### config.mk
export PLATFORM = sky130hd
export DESIGN_NAME = l2cache_mem_responder
export DESIGN_NICKNAME = d
export VERILOG_FILES = /design/src/rtl/l2cache_mem_responder.sv
export SDC_FILE = /design/constraint.sdc
export NUM_CORES = 1
export LEC_CHECK = 0
export CORE_AREA = 2 2 173 175
export CTS_CLUSTER_DIAMETER = 100
export CTS_CLUSTER_SIZE = 8
export DETAILED_ROUTE_END_ITERATION = 8
export DIE_AREA = 0 0 175 177
export DONT_BUFFER_PORTS = 1
export HOLD_SLACK_MARGIN = 0.12
export PLACE_DENSITY = 0.63
export SLEW_MARGIN = 5
export SYNTH_ARGS = -nofsm -noshare
export SYNTH_HDL_FRONTEND = slang
export SYNTH_SLANG_ARGS = --single-unit
### constraint.sdc
create_clock -name clk -period 21 [get_ports clk]
set_input_delay 3.15 -clock clk [delete_from_list [all_inputs] [get_ports clk]]
set_output_delay 3.15 -clock clk [all_outputs]
set_load 0.02 [all_outputs]
### src/rtl/l2cache_mem_responder.sv
// rtl/l2cache_mem_responder.sv - L2 refill/writeback responder
// Turns L2 line/word read and write requests into word accesses on a single-outstanding RAM port.
module l2cache_mem_responder #(
  parameter int offset_width = 2
) (
  input  logic                            clk,
  input  logic                            rst,
  input  logic                            l2cache_mem_req_r,
  input  logic [31:0]                     l2cache_mem_addr_r,
  input  logic                            l2cache_mem_size_r,
  input  logic                            l2cache_mem_req_w,
  input  logic [31:0]                     l2cache_mem_addr_w,
  input  logic                            l2cache_mem_size_w,
  input  logic [(32<<offset_width)-1:0]   l2cache_mem_wdata,
  input  logic [3:0]                      l2cache_mem_wstrb,
  input  logic                            l2cache_mem_rdy,
  output logic                            mem_l2cache_addrOK_r,
  output logic                            mem_l2cache_addrOK_w,
  output logic                            mem_l2cache_dataOK,
  output logic [(32<<offset_width)-1:0]   mem_l2cache_rdata,
  output logic                            ram_req,
  output logic                            ram_we,
  output logic [31:0]                     ram_addr,
  output logic [31:0]                     ram_wdata,
  output logic [3:0]                      ram_wstrb,
  input  logic                            ram_rdy,
  input  logic                            ram_rvalid,
  input  logic [31:0]                     ram_rdata
);

  localparam int LINE_W = 32 << offset_width;

  localparam logic [2:0] IDLE    = 3'd0;
  localparam logic [2:0] WR      = 3'd1;
  localparam logic [2:0] RD_REQ  = 3'd2;
  localparam logic [2:0] RD_WAIT = 3'd3;
  localparam logic [2:0] RD_RESP = 3'd4;

  logic [2:0]              state;
  logic [offset_width-1:0] cnt;
  logic [31:2]             addr_q;
  logic                    size_q;
  logic [LINE_W-1:0]       wdata_q;
  logic [3:0]              wstrb_q;
  logic [offset_width-1:0] idx;
  logic                    last;
  logic                    unused_addr_bits;

  assign unused_addr_bits = ^{l2cache_mem_addr_r[1:0], l2cache_mem_addr_w[1:0]};

  // Word accesses stay on their own lane; line accesses walk the lanes with cnt.
  assign idx  = size_q ? addr_q[offset_width+1:2] : cnt;
  assign last = size_q || (cnt == {offset_width{1'b1}});

  always_comb begin
    mem_l2cache_addrOK_w = !rst && (state == IDLE) && l2cache_mem_req_w;
    mem_l2cache_addrOK_r = !rst && (state == IDLE) && !l2cache_mem_req_w && l2cache_mem_req_r;
    mem_l2cache_dataOK   = !rst && (state == RD_RESP) && l2cache_mem_rdy;
    ram_req   = (state == WR) || (state == RD_REQ);
    ram_we    = (state == WR);
    ram_addr  = 32'd0;
    ram_wdata = 32'd0;
    ram_wstrb = 4'h0;
    if ((state == WR) || (state == RD_REQ)) begin
      ram_addr = {addr_q[31:offset_width+2], idx, 2'b00};
    end
    if (state == WR) begin
      ram_wdata = wdata_q[32*idx +: 32];
      ram_wstrb = size_q ? wstrb_q : 4'hF;
    end
  end

  always_ff @(posedge clk or posedge rst) begin
    if (rst) begin
      state             <= IDLE;
      cnt               <= '0;
      addr_q            <= '0;
      size_q            <= 1'b0;
      wdata_q           <= '0;
      wstrb_q           <= 4'h0;
      mem_l2cache_rdata <= '0;
    end else begin
      case (state)
        IDLE: begin
          cnt <= '0;
          if (l2cache_mem_req_w) begin
            state   <= WR;
            addr_q  <= l2cache_mem_addr_w[31:2];
            size_q  <= l2cache_mem_size_w;
            wdata_q <= l2cache_mem_wdata;
            wstrb_q <= l2cache_mem_wstrb;
          end else if (l2cache_mem_req_r) begin
            state             <= RD_REQ;
            addr_q            <= l2cache_mem_addr_r[31:2];
            size_q            <= l2cache_mem_size_r;
            mem_l2cache_rdata <= '0;
          end
        end
        WR: begin
          if (ram_rdy) begin
            cnt <= cnt + 1'b1;
            if (last) state <= IDLE;
          end
        end
        RD_REQ: begin
          if (ram_rdy) state <= RD_WAIT;
        end
        RD_WAIT: begin
          if (ram_rvalid) begin
            mem_l2cache_rdata[32*idx +: 32] <= ram_rdata;
            cnt   <= cnt + 1'b1;
            state <= last ? RD_RESP : RD_REQ;
          end
        end
        RD_RESP: begin
          if (l2cache_mem_rdy) state <= IDLE;
        end
        default: state <= IDLE;
      endcase
    end
  end

endmodule

==> summary.md <==
| Metric | Value |
|---|---|
| CP Max Fanout | `115` |
| DRC | `0` |
| F_max | `139 MHz` |
| Drt via density | `a little under 6` |
| Yosys reg bits | `296` |
| Final period util | `0.343` |
| Dpl hpwl | `21,800 um` |
| Slew HR | `0.272` |
| GRT Total Usage | `0.203` |
| Synth Instances | `958` |
| First-pass GRT wire length | `48,500 um` |
| Die area | `0.0310 mm2` |
| Layout cell share with drive strength beyond 1 | `0.242` |
| Final Skew | `0.0145 ns` |
| Count of final setup violators | `0` |
| CP required | `17.85 ns` |
| Resize count post-CTS | `0` |
| Final WL | `31,900 um` |
| DRT Pass-1 Iters | `4` |
| Max-Cap Viols | `0` |
| Placed instance area | `0.0130 mm2` |
| Predominant post-synthesis flop cell | `dfrtp_1` |
| Largest net degree at the start of global routing | `116` |
| Yosys cell types | `~50` |
| Number of global-route vias before repair | `8,029` |
| Final hold vios | `0` |
| CP max stage delay | `0.51 ns` |
| Slew @ Worst Pin | `between 1 and 1.5 ns` |
| Setup crit end kind | `output pin` |
| Sequential area share after synthesis | `0.581` |
| Post-synth EDFFs | `0` |
| Top cells by area, synth | `dfrtp_1, mux2_2, a22o_1` |
| Post-synth ARST share | `1.00` |
| Hold-fix buffers, CTS | `0` |
| Clk sink count | `296` |
| Fillers | `2,563` |
| Final instance area | `roughly 0.014 mm2` |
| Yosys warns | `0` |
| Antenna viol nets, final | `0` |
| Wire per inst | `about 24 um` |
| I/O pin cnt | `438` |
| Antenna violations before repair | `12` |
| Postcts setup bufs | `0` |
| Slew Limit Fails | `0` |
| Post-synthesis cell area | `approximately 0.013 mm2` |
| Row count | `63` |
| Synth Area per Inst | `approximately 13 um2` |
| CP Data Arrival Time | `4.05 ns` |
| Largest delay share family, worst path | `buffers and inverters` |
| TNS Setup | `0 ns` |
| GRT overflow | `0` |
| Root Buffer | `clkbuf_16` |
| Core box area | `~0.03 mm2` |
| Tmin final | `between 7 and 8 ns` |
| Leakage | `6.11 nW` |
| Status | `complete, no violations` |
| Unrepaired setup endpoints after global routing | `no` |
| Worst Hold Class | `flop to flop` |
| Top cell type's share of synthesized area | `0.581` |
| Min Hold Slack | `0.496 ns` |
| Initial Utilization | `0.436` |
| PwrDens | `173 mW/mm2` |
| Slowest CP cell | `inv_8` |
| Worst Setup Path Type | `input port to output pin` |
| Clock tree buffer depth | `3` |
| Cts bufs inserted | `42` |
| CTS clock-pin slew for the worst setup and hold paths | `0.04 ns` |
| Worst Path Buf+Inv | `1` |
| DR vias | `7,743` |
| Crit-path cells | `inv_8, and3_1` |
| Area leader, netlist | `dfrtp_1` |
| Die H | `177 um` |
| Area growth, synth to finish | `10.6%` |
| Routability Congestion | `0.765` |
| Die width | `approximately 180 um` |
| Nets | `1,185` |
| CTS tree | `yes` |
| Htree depth | `2` |
| PortBufs | `0` |
| Peak VDD IR | `0.0888 mV` |
| DRT iter0 DRCs | `about 460` |
| Worst-skew pair later-pin latency | `0.53 ns` |
| CP Launch Type | `input port` |
-- area by class of cell --
class	count	area, um2	share of cell area
clock buffer	42	1050	0.0745
clock inverter	3	62.6	0.00443
multi-input combinational	577	4940	0.350
antenna	4	10.0	0.000710
sequential	296	7410	0.525
inverter	12	52.6	0.00373
tap	390	488	0.0346
timing repair buffer	13	97.6	0.00692
-- report_power, final --
| part | total, mW | switching, mW | internal (mW) |
|---|---|---|---|
| Sequential | 1.00 | 0.209 | 0.791 |
| Combinational | 0.861 | 0.466 | 0.395 |
| Clock | 0.584 | 0.231 | 0.353 |
| Total | 2.45 | 0.906 | 1.54 |
-- cell families after synthesis --
family                     synth area share
and+or+nand+nor                      0.0762
AOI/OAI and AO/OA                     0.103
DFF                                   0.581
other                              0.000294
xor gates and xnor gates           0.000687
muxes                                 0.198
buffers and inverters                0.0351
adders and majority gates           0.00589
-- synth_stat cells (5+ instances only) --
master / number
dfrtp_1: 296
mux2_2: 128
a22o_1: 96
nand2_1: 70
buf_2: 46
a21oi_1: 36
nor2_1: 35
nor2b_1: 32
mux2i_1: 31
o21ai_1: 30
and2_1: 29
mux4_2: 27
clkbuf_1: 15
inv_1: 11
o21ai_0: 8
buf_6: 7
ha_1: 6
mux4_1: 5
nor3b_1: 5
-- final timing paths --
kind                                    startpoint                                 to  slack [ns]  depth (start not counted)
max                                            rst               mem_l2cache_addrOK_w       13.80                          2
min                        wdata_q[35]$_DFFE_PP0P_            wdata_q[35]$_DFFE_PP0P_        0.50                          1
max reg2reg                     size_q$_DFFE_PP0P_  mem_l2cache_rdata[36]$_DFFE_PP0P_       17.72                          6
min reg2reg                wdata_q[35]$_DFFE_PP0P_            wdata_q[35]$_DFFE_PP0P_        0.50                          1
max in group asynchronous                      rst  mem_l2cache_rdata[39]$_DFFE_PP0P_       16.22                          3
min in group asynchronous                      rst              addr_q[9]$_DFFE_PP0P_        2.63                          1
-- cell usage in the layout (no fill, tap or decap), types with 8 or more instances in the layout --
| cell type | n |
|---|---|
| dfrtp_1 | 296 |
| mux2i_1 | 31 |
| o21ai_1 | 30 |
| a21oi_1 | 36 |
| mux4_2 | 27 |
| mux2_2 | 128 |
| and2_1 | 28 |
| nor2_1 | 34 |
| buf_4 | 13 |
| clkbuf_16 | 42 |
| inv_1 | 10 |
| a22o_1 | 96 |
| nand2_1 | 70 |
| o21ai_0 | 8 |
| nor2b_1 | 32 |
-- per-stage QoR --
step	cells	worst slack, ns	utilization	total power [mW]
after floorplan	959	7.69	-	1.72
after global placement	1288	13.70	0.444	1.86
after detailed placement	1288	13.70	0.444	1.88
after CTS	1333	13.71	0.482	2.48
after global routing	1336	13.62	0.482	2.59
final	1337	13.80	0.482	2.45
-- state kept, by name, summed over array words and instances (netlist names) --
name and cells:
mem_l2cache_rdata 128, addr_q 30, state 3, cnt 2
wstrb_q 4, size_q 1, wdata_q 128
-- layer usage --
metal	track usage	share of wire	vias up
li1	-	-	3391
met3	0.0919	0.11	71
met4	0.0642	0.026	14
met1	0.237	0.37	3919
met5	0	0.0028	-
met2	0.336	0.49	348
(Power assumes the default switching activity.)
